[config.mk]
export PLATFORM = sky130hd
export DESIGN_NAME = alu_operand_stage_flat
export DESIGN_NICKNAME = d
export VERILOG_FILES = /design/src/rtl/riscv_pkg.sv /design/src/rtl/alu_operand_stage_if.sv /design/src/rtl/alu_operand_stage_fwd_mux.sv /design/src/rtl/alu_operand_stage.sv /design/src/flat_wrapper.sv
export SDC_FILE = /design/constraint.sdc
export NUM_CORES = 1
export LEC_CHECK = 0
export ABC_AREA = 1
export BUFFER_PORTS_ARGS = -buffer_cell sky130_fd_sc_hd__buf_2
export CAP_MARGIN = 20
export CORE_MARGIN = 1
export CORE_UTILIZATION = 50
export DETAILED_ROUTE_END_ITERATION = 12
export PLACE_DENSITY = 0.73
export SYNTH_ARGS = -nofsm -noshare
export SYNTH_HDL_FRONTEND = slang
export SYNTH_HIERARCHICAL = 1
export SYNTH_SLANG_ARGS = --single-unit
[constraint.sdc]
create_clock -name clk -period 3.2 [get_ports clk]
set_clock_uncertainty 0.05 [all_clocks]
set_input_delay 0.16 -clock clk [delete_from_list [all_inputs] [get_ports clk]]
set_output_delay 0.16 -clock clk [all_outputs]
set_load 0.03 [all_outputs]
[src/rtl/riscv_pkg.sv]
// Shared RISC-V execute definitions: ALU operation codes, operand select codes,
// operand-stage occupancy states and default datapath widths.
package riscv_pkg;

    localparam int XLEN_DEFAULT = 32;
    localparam int RA_W_DEFAULT = 5;

    localparam logic [4:0] ALU_ADD  = 5'd0;
    localparam logic [4:0] ALU_SUB  = 5'd1;
    localparam logic [4:0] ALU_SLL  = 5'd2;
    localparam logic [4:0] ALU_SLT  = 5'd3;
    localparam logic [4:0] ALU_SLTU = 5'd4;
    localparam logic [4:0] ALU_XOR  = 5'd5;
    localparam logic [4:0] ALU_SRL  = 5'd6;
    localparam logic [4:0] ALU_SRA  = 5'd7;
    localparam logic [4:0] ALU_OR   = 5'd8;
    localparam logic [4:0] ALU_AND  = 5'd9;
    localparam logic [4:0] ALU_EQ   = 5'd10;
    localparam logic [4:0] ALU_NE   = 5'd11;

    typedef enum logic [1:0] {A_RS1 = 2'd0, A_PC = 2'd1, A_ZERO = 2'd2, A_RSVD = 2'd3} a_sel_e;
    typedef enum logic [1:0] {B_RS2 = 2'd0, B_IMM = 2'd1, B_FOUR = 2'd2, B_RSVD = 2'd3} b_sel_e;

    typedef enum logic [1:0] {ST_EMPTY = 2'd0, ST_ONE = 2'd1, ST_TWO = 2'd2} stage_state_e;

endpackage

[src/rtl/alu_operand_stage_if.sv]
// Decode-side, write-back and EX-side signals of the ALU operand stage.
// master = surrounding pipeline, slave = the operand stage.
interface alu_operand_stage_if
    import riscv_pkg::*;
#(
    parameter int XLEN = XLEN_DEFAULT,
    parameter int RA_W = RA_W_DEFAULT
);
    logic            in_valid_i;
    logic            in_ready_o;
    logic [XLEN-1:0] in_pc_i;
    logic [RA_W-1:0] in_rs1_i;
    logic [RA_W-1:0] in_rs2_i;
    logic [XLEN-1:0] in_rs1_data_i;
    logic [XLEN-1:0] in_rs2_data_i;
    logic [XLEN-1:0] in_imm_i;
    logic [1:0]      in_a_sel_i;
    logic [1:0]      in_b_sel_i;
    logic [4:0]      in_alu_op_i;
    logic [RA_W-1:0] in_rd_i;
    logic            wb_we_i;
    logic [RA_W-1:0] wb_rd_i;
    logic [XLEN-1:0] wb_data_i;
    logic            out_valid_o;
    logic            out_ready_i;
    logic [XLEN-1:0] alu_a_o;
    logic [XLEN-1:0] alu_b_o;
    logic [4:0]      alu_op_o;
    logic [XLEN-1:0] store_data_o;
    logic [RA_W-1:0] out_rd_o;

    modport master (
        output in_valid_i, in_pc_i, in_rs1_i, in_rs2_i, in_rs1_data_i, in_rs2_data_i,
               in_imm_i, in_a_sel_i, in_b_sel_i, in_alu_op_i, in_rd_i,
               wb_we_i, wb_rd_i, wb_data_i, out_ready_i,
        input  in_ready_o, out_valid_o, alu_a_o, alu_b_o, alu_op_o, store_data_o, out_rd_o
    );

    modport slave (
        input  in_valid_i, in_pc_i, in_rs1_i, in_rs2_i, in_rs1_data_i, in_rs2_data_i,
               in_imm_i, in_a_sel_i, in_b_sel_i, in_alu_op_i, in_rd_i,
               wb_we_i, wb_rd_i, wb_data_i, out_ready_i,
        output in_ready_o, out_valid_o, alu_a_o, alu_b_o, alu_op_o, store_data_o, out_rd_o
    );

endinterface

[src/rtl/alu_operand_stage_fwd_mux.sv]
// Resolves one register operand: x0 reads as zero; with ALU_OPERAND_FWD_EN a
// matching write-back value replaces the stored register data.
module operand_fwd_mux #(
    parameter int XLEN = 32,
    parameter int RA_W = 5
) (
    input  logic [RA_W-1:0] rs_addr_i,
    input  logic [XLEN-1:0] rs_data_i,
    input  logic            wb_we_i,
    input  logic [RA_W-1:0] wb_rd_i,
    input  logic [XLEN-1:0] wb_data_i,
    output logic [XLEN-1:0] data_o
);

    // A nonzero rs_addr match already implies wb_rd_i != 0.
    always_comb begin
        data_o = rs_data_i;
        if (rs_addr_i == '0) begin
            data_o = '0;
        end
`ifdef ALU_OPERAND_FWD_EN
        else if (wb_we_i && (wb_rd_i == rs_addr_i)) begin
            data_o = wb_data_i;
        end
`endif
    end

`ifndef ALU_OPERAND_FWD_EN
    logic unused_wb;
    assign unused_wb = ^{wb_we_i, wb_rd_i, wb_data_i};
`endif

endmodule

[src/rtl/alu_operand_stage.sv]
// ID/EX operand stage: two-deep skid buffer of decoded ops driving the ALU.
// ALU_OPERAND_FWD_EN: forward write-back data; otherwise interlock decode on RAW hazards.
module alu_operand_stage
    import riscv_pkg::*;
#(
    parameter int XLEN = XLEN_DEFAULT,
    parameter int RA_W = RA_W_DEFAULT
) (
    input  logic               clk,
    input  logic               rst_n,
    input  logic               flush_i,
    alu_operand_stage_if.slave bus
);

    typedef struct packed {
        logic [XLEN-1:0] pc;
        logic [XLEN-1:0] rs1_data;
        logic [XLEN-1:0] rs2_data;
        logic [XLEN-1:0] imm;
        logic [RA_W-1:0] rs1;
        logic [RA_W-1:0] rs2;
        logic [RA_W-1:0] rd;
        logic [1:0]      a_sel;
        logic [1:0]      b_sel;
        logic [4:0]      alu_op;
    } entry_t;

    stage_state_e    state_q, state_d;
    logic            ready_q, ready_d;
    entry_t          entry_q [2];
    entry_t          entry_d [2];
    entry_t          in_entry;
    entry_t          src [3];
    entry_t          upd [3];
    logic [XLEN-1:0] fwd_rs1 [3];
    logic [XLEN-1:0] fwd_rs2 [3];
    logic            hazard, push, pop;

    always_comb begin
        in_entry = '{pc: bus.in_pc_i, rs1_data: bus.in_rs1_data_i, rs2_data: bus.in_rs2_data_i,
                     imm: bus.in_imm_i, rs1: bus.in_rs1_i, rs2: bus.in_rs2_i, rd: bus.in_rd_i,
                     a_sel: bus.in_a_sel_i, b_sel: bus.in_b_sel_i, alu_op: bus.in_alu_op_i};
        src[0] = entry_q[0];
        src[1] = entry_q[1];
        src[2] = in_entry;
    end

    // Slots 0/1 are the held entries, slot 2 is the op being captured this cycle.
    for (genvar gi = 0; gi < 3; gi++) begin : g_fwd
        operand_fwd_mux #(.XLEN(XLEN), .RA_W(RA_W)) u_rs1 (
            .rs_addr_i (src[gi].rs1),
            .rs_data_i (src[gi].rs1_data),
            .wb_we_i   (bus.wb_we_i),
            .wb_rd_i   (bus.wb_rd_i),
            .wb_data_i (bus.wb_data_i),
            .data_o    (fwd_rs1[gi])
        );
        operand_fwd_mux #(.XLEN(XLEN), .RA_W(RA_W)) u_rs2 (
            .rs_addr_i (src[gi].rs2),
            .rs_data_i (src[gi].rs2_data),
            .wb_we_i   (bus.wb_we_i),
            .wb_rd_i   (bus.wb_rd_i),
            .wb_data_i (bus.wb_data_i),
            .data_o    (fwd_rs2[gi])
        );
    end

    always_comb begin
        for (int i = 0; i < 3; i++) begin
            upd[i]          = src[i];
            upd[i].rs1_data = fwd_rs1[i];
            upd[i].rs2_data = fwd_rs2[i];
        end
    end

`ifdef ALU_OPERAND_FWD_EN
    assign hazard = 1'b0;
`else
    logic rs1_used, rs2_used;
    assign rs1_used = (bus.in_a_sel_i == A_RS1) && (bus.in_rs1_i != '0);
    assign rs2_used = (bus.in_b_sel_i == B_RS2) && (bus.in_rs2_i != '0);

    always_comb begin
        hazard = 1'b0;
        if (bus.wb_we_i && ((rs1_used && (bus.wb_rd_i == bus.in_rs1_i)) ||
                            (rs2_used && (bus.wb_rd_i == bus.in_rs2_i)))) begin
            hazard = 1'b1;
        end
        for (int i = 0; i < 2; i++) begin
            if (((i == 0) ? (state_q != ST_EMPTY) : (state_q == ST_TWO)) &&
                ((rs1_used && (entry_q[i].rd == bus.in_rs1_i)) ||
                 (rs2_used && (entry_q[i].rd == bus.in_rs2_i)))) begin
                hazard = 1'b1;
            end
        end
    end
`endif

    // Flush wins over any handshake in the same cycle.
    assign push = bus.in_valid_i & bus.in_ready_o & ~flush_i;
    assign pop  = bus.out_valid_o & bus.out_ready_i & ~flush_i;

    always_comb begin
        state_d    = state_q;
        entry_d[0] = upd[0];
        entry_d[1] = upd[1];
        case (state_q)
            ST_EMPTY: begin
                if (push) begin
                    entry_d[0] = upd[2];
                    state_d    = ST_ONE;
                end
            end
            ST_ONE: begin
                if (push && pop) begin
                    entry_d[0] = upd[2];
                end else if (push) begin
                    entry_d[1] = upd[2];
                    state_d    = ST_TWO;
                end else if (pop) begin
                    state_d = ST_EMPTY;
                end
            end
            ST_TWO: begin
                if (pop) begin
                    entry_d[0] = upd[1];
                    state_d    = ST_ONE;
                end
            end
            default: state_d = ST_EMPTY;
        endcase
        if (flush_i) begin
            state_d = ST_EMPTY;
        end
        ready_d = (state_d != ST_TWO);
    end

    always_ff @(posedge clk or negedge rst_n) begin
        if (!rst_n) begin
            state_q    <= ST_EMPTY;
            ready_q    <= 1'b1;
            entry_q[0] <= '0;
            entry_q[1] <= '0;
        end else begin
            state_q    <= state_d;
            ready_q    <= ready_d;
            entry_q[0] <= entry_d[0];
            entry_q[1] <= entry_d[1];
        end
    end

    assign bus.out_valid_o  = (state_q != ST_EMPTY);
    assign bus.in_ready_o   = ready_q & ~hazard;
    assign bus.alu_op_o     = entry_q[0].alu_op;
    assign bus.out_rd_o     = entry_q[0].rd;
    assign bus.store_data_o = entry_q[0].rs2_data;

    always_comb begin
        case (entry_q[0].a_sel)
            A_RS1:   bus.alu_a_o = entry_q[0].rs1_data;
            A_PC:    bus.alu_a_o = entry_q[0].pc;
            default: bus.alu_a_o = '0;
        endcase
        case (entry_q[0].b_sel)
            B_RS2:   bus.alu_b_o = entry_q[0].rs2_data;
            B_IMM:   bus.alu_b_o = entry_q[0].imm;
            B_FOUR:  bus.alu_b_o = XLEN'(4);
            default: bus.alu_b_o = '0;
        endcase
    end

endmodule

[src/flat_wrapper.sv]
// flat-port wrapper written by rule: the top's interface ports become plain ports
module alu_operand_stage_flat import riscv_pkg::*;
#(
    parameter int XLEN = XLEN_DEFAULT,
    parameter int RA_W = RA_W_DEFAULT
)
  (clk, rst_n, flush_i, bus_in_valid_i, bus_in_pc_i, bus_in_rs1_i, bus_in_rs2_i, bus_in_rs1_data_i, bus_in_rs2_data_i, bus_in_imm_i, bus_in_a_sel_i, bus_in_b_sel_i, bus_in_alu_op_i, bus_in_rd_i, bus_wb_we_i, bus_wb_rd_i, bus_wb_data_i, bus_out_ready_i, bus_in_ready_o, bus_out_valid_o, bus_alu_a_o, bus_alu_b_o, bus_alu_op_o, bus_store_data_o, bus_out_rd_o);
  alu_operand_stage_if #(.XLEN(XLEN), .RA_W(RA_W)) bus_i ();
  input  logic clk;
  input  logic rst_n;
  input  logic flush_i;
  input wire logic [$bits(bus_i.in_valid_i)-1:0] bus_in_valid_i;
  input wire logic [$bits(bus_i.in_pc_i)-1:0] bus_in_pc_i;
  input wire logic [$bits(bus_i.in_rs1_i)-1:0] bus_in_rs1_i;
  input wire logic [$bits(bus_i.in_rs2_i)-1:0] bus_in_rs2_i;
  input wire logic [$bits(bus_i.in_rs1_data_i)-1:0] bus_in_rs1_data_i;
  input wire logic [$bits(bus_i.in_rs2_data_i)-1:0] bus_in_rs2_data_i;
  input wire logic [$bits(bus_i.in_imm_i)-1:0] bus_in_imm_i;
  input wire logic [$bits(bus_i.in_a_sel_i)-1:0] bus_in_a_sel_i;
  input wire logic [$bits(bus_i.in_b_sel_i)-1:0] bus_in_b_sel_i;
  input wire logic [$bits(bus_i.in_alu_op_i)-1:0] bus_in_alu_op_i;
  input wire logic [$bits(bus_i.in_rd_i)-1:0] bus_in_rd_i;
  input wire logic [$bits(bus_i.wb_we_i)-1:0] bus_wb_we_i;
  input wire logic [$bits(bus_i.wb_rd_i)-1:0] bus_wb_rd_i;
  input wire logic [$bits(bus_i.wb_data_i)-1:0] bus_wb_data_i;
  input wire logic [$bits(bus_i.out_ready_i)-1:0] bus_out_ready_i;
  output wire logic [$bits(bus_i.in_ready_o)-1:0] bus_in_ready_o;
  output wire logic [$bits(bus_i.out_valid_o)-1:0] bus_out_valid_o;
  output wire logic [$bits(bus_i.alu_a_o)-1:0] bus_alu_a_o;
  output wire logic [$bits(bus_i.alu_b_o)-1:0] bus_alu_b_o;
  output wire logic [$bits(bus_i.alu_op_o)-1:0] bus_alu_op_o;
  output wire logic [$bits(bus_i.store_data_o)-1:0] bus_store_data_o;
  output wire logic [$bits(bus_i.out_rd_o)-1:0] bus_out_rd_o;
  assign bus_i.in_valid_i = bus_in_valid_i;
  assign bus_i.in_pc_i = bus_in_pc_i;
  assign bus_i.in_rs1_i = bus_in_rs1_i;
  assign bus_i.in_rs2_i = bus_in_rs2_i;
  assign bus_i.in_rs1_data_i = bus_in_rs1_data_i;
  assign bus_i.in_rs2_data_i = bus_in_rs2_data_i;
  assign bus_i.in_imm_i = bus_in_imm_i;
  assign bus_i.in_a_sel_i = bus_in_a_sel_i;
  assign bus_i.in_b_sel_i = bus_in_b_sel_i;
  assign bus_i.in_alu_op_i = bus_in_alu_op_i;
  assign bus_i.in_rd_i = bus_in_rd_i;
  assign bus_i.wb_we_i = bus_wb_we_i;
  assign bus_i.wb_rd_i = bus_wb_rd_i;
  assign bus_i.wb_data_i = bus_wb_data_i;
  assign bus_i.out_ready_i = bus_out_ready_i;
  assign bus_in_ready_o = bus_i.in_ready_o;
  assign bus_out_valid_o = bus_i.out_valid_o;
  assign bus_alu_a_o = bus_i.alu_a_o;
  assign bus_alu_b_o = bus_i.alu_b_o;
  assign bus_alu_op_o = bus_i.alu_op_o;
  assign bus_store_data_o = bus_i.store_data_o;
  assign bus_out_rd_o = bus_i.out_rd_o;
  alu_operand_stage #(.XLEN(XLEN), .RA_W(RA_W)) u_core (.clk(clk), .rst_n(rst_n), .flush_i(flush_i), .bus(bus_i));
endmodule
==> results of run 1 <==
## per-layer routing
layer	wire (um)	track usage
met3	6110	0.0614
met5	0	0
met4	2620	0.167
met1	26500	0.441
met2	30900	0.535
## area by class of cell
type                    instances  area [um^2]  area share
repair buffers                461         3310       0.144
diodes                          6         15.0    0.000652
multi-input cells            1686         8390       0.364
clock inverters                10          194     0.00842
well taps                     511          639      0.0278
flip-flops and latches        307         7680       0.334
inverters                     466         1750      0.0759
clock buffers                  55         1050      0.0458
## registers in the layout, indices dropped and copies added (netlist names)
name	flops
u_core/bus.alu_op_o	5
u_core/entry_q	262
u_core/state_q	2
u_core/bus.store_data_o	32
u_core/bus.out_rd_o	5
u_core/ready_q	1
## cell usage in the layout (no fill, tap or decap)
master	synthesis	layout
dfrtp_1	306	306
diode_2	0	6
nand3_2	8	8
nand2_4	0	2
a21oi_1	86	86
bufinv_16	0	5
nand4_1	217	217
clkbuf_16	0	38
nand2_2	34	33
clkbuf_8	0	4
nor2_8	1	1
inv_2	9	10
clkinv_8	0	1
nand3_4	0	1
o211ai_1	147	147
xor2_1	14	14
buf_2	48	269
nor2_4	0	4
nand2_1	642	641
o22ai_1	1	1
o21ai_1	22	22
nand4_4	1	1
buf_4	60	33
or2_2	1	1
clkinv_2	0	1
dfstp_2	1	1
buf_8	1	1
nand3_1	304	303
dlygate4sd3_1	0	146
buf_12	0	12
clkinvlp_4	0	3
clkbuf_1	104	13
inv_1	457	456
nor2_1	116	113
o21ai_0	81	81
xnor2_1	10	10
## report_power, final
group | leakage (nW) | internal (mW) | switching [mW]
clock network | 0.594 | 2.69 | 1.72
logic | 8.50 | 2.08 | 4.39
registers | 3.69 | 5.23 | 0.760
## worst max-delay path: cells and delay by family
family                 cells  cell delay, ns
buffers and inverters      5            1.49
AND/OR/NAND/NOR            8            0.83
## cells by family after synthesis
logic type      share of synthesized area
xor+xnor                           0.0109
compound gates                      0.107
simple gates                        0.315
buf+inv                             0.169
flops                               0.398
## per-stage QoR
step	util	instances	instance area, um^2
detailed placement	0.537	3285	20300
finish	0.609	3502	23000
global route	0.609	3500	23000
CTS	0.608	3496	23000
floorplan	-	2719	19300
global placement	0.537	3285	20300
## worst min path at each step
stage	start	to	slack [ns]	cells after the start
2_1_floorplan	rst_n	u_core/bus.alu_op_o[0]	-0.19	0
3_3_place_gp	rst_n	u_core/bus.store_data_o[26]	0.13	1
3_5_place_dp	rst_n	u_core/entry_q[82]	0.13	1
4_1_cts	bus_in_rs1_data_i[6]	u_core/entry_q[94]	0.004	5
5_1_grt	bus_in_rs1_data_i[6]	u_core/entry_q[94]	0.05	5
6_report	bus_in_rs1_data_i[0]	u_core/entry_q[88]	0.008	5
==> flow_metrics.env, run 1 <==
export IMPL_outcome="finished clean"
export IMPL_io_pins=303
export IMPL_cp_data_required_time_ns=2.99
export IMPL_tightestPinTransition_ns=1.06
export IMPL_synthFlopType="dfrtp_1"
export IMPL_critPathKind="input pin to output pin"
export IMPL_slowest_delay_ns=0.53
export IMPL_worstReg2RegStart="u_core/entry_q[10]"
export IMPL_cp_slowest_cell="dlygate4sd3_1"
export IMPL_finalHoldViolations=0
export IMPL_rows=71
export IMPL_yosysUniqueCellTypes=27
export IMPL_netlist_area_mm2=0.0193
export IMPL_p_leak_nw=12.8
export IMPL_post_drt_wl_per_cell_um=18.9
export IMPL_setup_viol=0
export IMPL_syn_inst=2719
export IMPL_track_usage=0.336
export IMPL_port_buffer_count=270
export IMPL_slew_viol_final=0
export IMPL_grt_pass1_wl_um=105000
export IMPL_synth_top_cell_by_area="dfrtp_1"
export IMPL_vias=20100
export IMPL_crit_end="bus_in_ready_o"
export IMPL_path_max_fanout=102
export IMPL_fin_crit_ns=2.72
export IMPL_ant_nets=0
export IMPL_r2r_end="u_core/entry_q[262]"
export IMPL_clockRootBuffer="clkbuf_16"
export IMPL_fp_dieW_um=198
export IMPL_start_util=0.510
export IMPL_rsz0062_at_grt="no"
export IMPL_reg2reg_depth=15
export IMPL_synth_seq_cells=307
export IMPL_slew_headroom=0.293
export IMPL_drt_pre_antenna_iters=6
export IMPL_syn_nets=2914
export IMPL_cts_buffers=37
export IMPL_setup_tns_ns=0
export IMPL_synthMostInstantiatedCell="nand2_1"
export IMPL_dpl_worst_slack_ns=0.695
export IMPL_synth_area_top_cells="dfrtp_1 40%, nand2_1 12%, inv_1 8.9%"
export IMPL_maxCapViolations=0
export IMPL_ys_warn_count=6
export IMPL_layout_setup_ws_ns=0.481
export IMPL_cp_arrival_ns=2.51
export IMPL_startpoint_type="input pin"
export IMPL_drc=0
export IMPL_grt_pass1_vias=20000
export IMPL_gp_congestion=0.871
export IMPL_antenna_found_initial=5
export IMPL_hold_buffers=146
export IMPL_critPathMostFrequentCell="nand2_1"
export IMPL_fp_dieH_um=198
export IMPL_syn_to_final_growth_pct=19.4
export IMPL_cts_buffer_depth=3
export IMPL_cts_resized=0
export IMPL_finalWirelength_um=66100
export IMPL_timing_final_crit_share=0.850
export IMPL_nNetsFinal=3154
export IMPL_power_total_mw=16.9
export IMPL_cts_tree="built"
export IMPL_synthArstFlopShare=1.00
export IMPL_crit_path_start="bus_in_rs2_i[4]"
export IMPL_postCtsSetupBuffers=0
export IMPL_min_delay_path_class="input pin to flop"
export IMPL_drt_iter0_drc=2139
export IMPL_core_area_mm2=0.0378
export IMPL_path_clk_slew_ns=0.06
export IMPL_clk_latency_ns=0.55
export IMPL_drive_gt1_frac=0.144
export IMPL_timing_hold_ws_ns=0.00817
export IMPL_fillers=3424
export IMPL_htreeDepth=2
export IMPL_rrSetupSlack_ns=0.54
export IMPL_grt_ovfl_total=0
export IMPL_cts_sinks=307
export IMPL_syn_mean_instance_area_um2=7.09
export IMPL_grt_max_degree=150
export IMPL_synth_edf_count=0
export IMPL_die_area_mm2=0.0394
export IMPL_setup_worst_path_end_class="output pin"
export IMPL_fmax_mhz=368
export IMPL_p_per_area_mw_per_mm2=733
export IMPL_avgViaCountPerCell=5.74
export IMPL_path_cells="dlygate4sd3_1 > buf_2 > nor2_1 > nand3_1 > nand2_1 > inv_1 > nand3_1 > nand2_1 > nand2_1 > nand2_2 > nor2_8 > buf_12 > buf_2"
export IMPL_dpl_hpwl_um=38800
export IMPL_synth_top_cells_by_count="642 x nand2_1, 457 x inv_1, 306 x dfrtp_1"
export IMPL_peakVddDrop_v=0.000587
export IMPL_synth_top_area_share=0.397
export IMPL_yosysSeqAreaShare=0.398
Power figures use the tool's default switching activity.
==> run 2, diff against run 1 <==
clock period = 2.6 ns   (was 3.2 ns; I/O delays follow)
==> run 2 against run 1 <==
  * Non-clock buffer count grew 22
  * Count of clock-buffer cells in the layout shrank 3
  * Global-route usage is essentially flat
  * Worst hold slack gained 0.028 ns
  * Final area grew 1.7%
  * Sequential share of layout area shrank 0.56 points
  * Core utilization grew 1.0 points
  * Clock power grew 21%
  * Critical path type is now input pin to flop
  * Critical endpoint is now u_core/bus.store_data_o[5]
  * Largest cell class unchanged
  * Largest power group unchanged
==> flow_metrics.env, run 2 (synthesized netlist as in run 1, its figures left out) <==
export IMPL_finalWirelength_um=66400
export IMPL_clockRootBuffer="clkbuf_16"
export IMPL_drt_pre_antenna_iters=6
export IMPL_cp_data_required_time_ns=3.01
export IMPL_final_core_util=0.619
export IMPL_top_register="u_core/entry_q"
export IMPL_cts_sinks=307
export IMPL_cts_buffers=37
export IMPL_core_area_mm2=0.0378
export IMPL_min_delay_path_class="input pin to flop"
export IMPL_layout_setup_ws_ns=0.132
export IMPL_gp_congestion=0.913
export IMPL_fin_crit_ns=2.47
export IMPL_nNetsFinal=3176
export IMPL_dpl_instance_area_mm2=0.0206
export IMPL_rows=71
export IMPL_port_buffer_count=270
export IMPL_syn_to_final_growth_pct=21.5
export IMPL_drc=0
export IMPL_slew_viol_final=0
export IMPL_dpl_hpwl_um=39600
export IMPL_antenna_found_initial=5
export IMPL_start_util=0.510
export IMPL_htreeDepth=2
export IMPL_dp_cells=3301
export IMPL_setup_viol=0
export IMPL_fp_dieW_um=198
export IMPL_grt_max_degree=113
export IMPL_grt_pass1_vias=20000
export IMPL_startpoint_type="input pin"
export IMPL_setup_worst_path_end_class="flop"
export IMPL_path_clk_slew_ns=0.06
export IMPL_clk_latency_ns=0.54
export IMPL_cts_tree="built"
export IMPL_post_drt_wl_per_cell_um=18.8
export IMPL_timing_hold_ws_ns=0.0358
export IMPL_grt_pass1_wl_um=105000
export IMPL_final_area_mm2=0.0234
export IMPL_io_pins=303
export IMPL_p_leak_nw=13.0
export IMPL_track_usage=0.336
export IMPL_grt_ovfl_total=0
export IMPL_outcome="finished clean"
export IMPL_peakVddDrop_v=0.000760
export IMPL_fillers=3331
export IMPL_setup_tns_ns=0
export IMPL_cp_arrival_ns=2.88
export IMPL_avgViaCountPerCell=5.79
export IMPL_reg2reg_depth=16
export IMPL_maxCapViolations=0
export IMPL_die_area_mm2=0.0394
export IMPL_whs_path_depth=5
export IMPL_p_per_area_mw_per_mm2=886
export IMPL_finalHoldViolations=0
export IMPL_layout_cells_most_common="nand2_1"
export IMPL_ant_nets=0
export IMPL_cts_buffer_depth=3
export IMPL_drive_gt1_frac=0.151
export IMPL_layout_cells_non_filler=3525
export IMPL_critPathKind="input pin to flop"
export IMPL_vias=20400
export IMPL_tightestPinTransition_ns=0.934
export IMPL_drt_iter0_drc=2078
export IMPL_timing_final_crit_share=0.949
export IMPL_fmax_mhz=405
export IMPL_final_cell_mix="641 x nand2_1, 456 x inv_1, 306 x dfrtp_1, 303 x nand3_1, 268 x buf_2"
export IMPL_dpl_worst_slack_ns=0.228
export IMPL_slew_headroom=0.377
export IMPL_path_max_fanout=28
export IMPL_rsz0062_at_grt="no"
export IMPL_power_total_mw=20.8
export IMPL_largest_reg_flops=262
export IMPL_fp_dieH_um=198
[run 2: cell types whose count changed in the layout (fill, tap and decap cells not counted), sizes merged, moves of 3 or more]
cell	delta
buf	+17
clkbuf	-3
clkinv	+3
inv	+3
dlygate4sd3	+3
[run 2: cell type report]
class / count / area [um^2] / area share
multi-input cells: 1686 / 8390 / 0.358
flip-flops and latches: 307 / 7680 / 0.328
repair buffers: 483 / 3720 / 0.159
inverters: 466 / 1750 / 0.0747
clock buffers: 52 / 1070 / 0.0458
well taps: 511 / 639 / 0.0273
clock inverters: 13 / 159 / 0.00678
diodes: 7 / 17.5 / 0.000748
[run 2: final timing paths]
kind / endpoint / from / slack [ns]
worst min register to register: u_core/entry_q[167] / u_core/entry_q[167] / 0.43
min in group asynchronous: u_core/entry_q[79] / rst_n / 0.15
worst max-delay path: u_core/bus.store_data_o[5] / bus_in_rs1_i[1] / 0.13
worst min-delay path: u_core/entry_q[119] / bus_in_rs1_data_i[31] / 0.04
max in group asynchronous: u_core/ready_q / rst_n / 1.60
worst max register to register: u_core/bus.store_data_o[5] / u_core/entry_q[10] / 0.16
[run 2: report_power, final]
group	internal, mW	switching (mW)	leakage (nW)	total, mW
clock network	3.18	2.14	0.605	5.32
registers	6.44	0.961	3.69	7.40
logic	2.63	5.42	8.72	8.05
[run 2: critical path: stages]
cell           delay, ns
dlygate4sd3_1       0.54
buf_2               0.18
inv_1               0.12
nand2_1             0.06
nand2_1             0.09
inv_1               0.04
nand2_1             0.05
nor2_1              0.04
nand3_1             0.08
nand2_1             0.06
nand2_1             0.09
nand2_2             0.11
nor2_8              0.16
buf_4               0.18
nand3_2             0.32
buf_12              0.32
nand2_1             0.08
nand3_1             0.11
nand4_1             0.12
[run 2: layer usage]
metal,wire length (um),global-route usage,part of all wire
met1,25900,0.441,0.39
met2,30800,0.540,0.46
met3,7100,0.0599,0.11
met4,2720,0.159,0.041
met5,0,0,0
[run 2: timing repair]
| item | in CTS | in global routing |
|---|---|---|
| setup endpoints to repair | 1 | 1 |
| endpoints found under the hold margin | 301 | 0 |
| gates resized for setup | 2 | 0 |
| hold buffers | 149 | 0 |
| pin swaps | 0 | 1 |
| gates cloned | 2 | 0 |
| setup buffers | 0 | 2 |
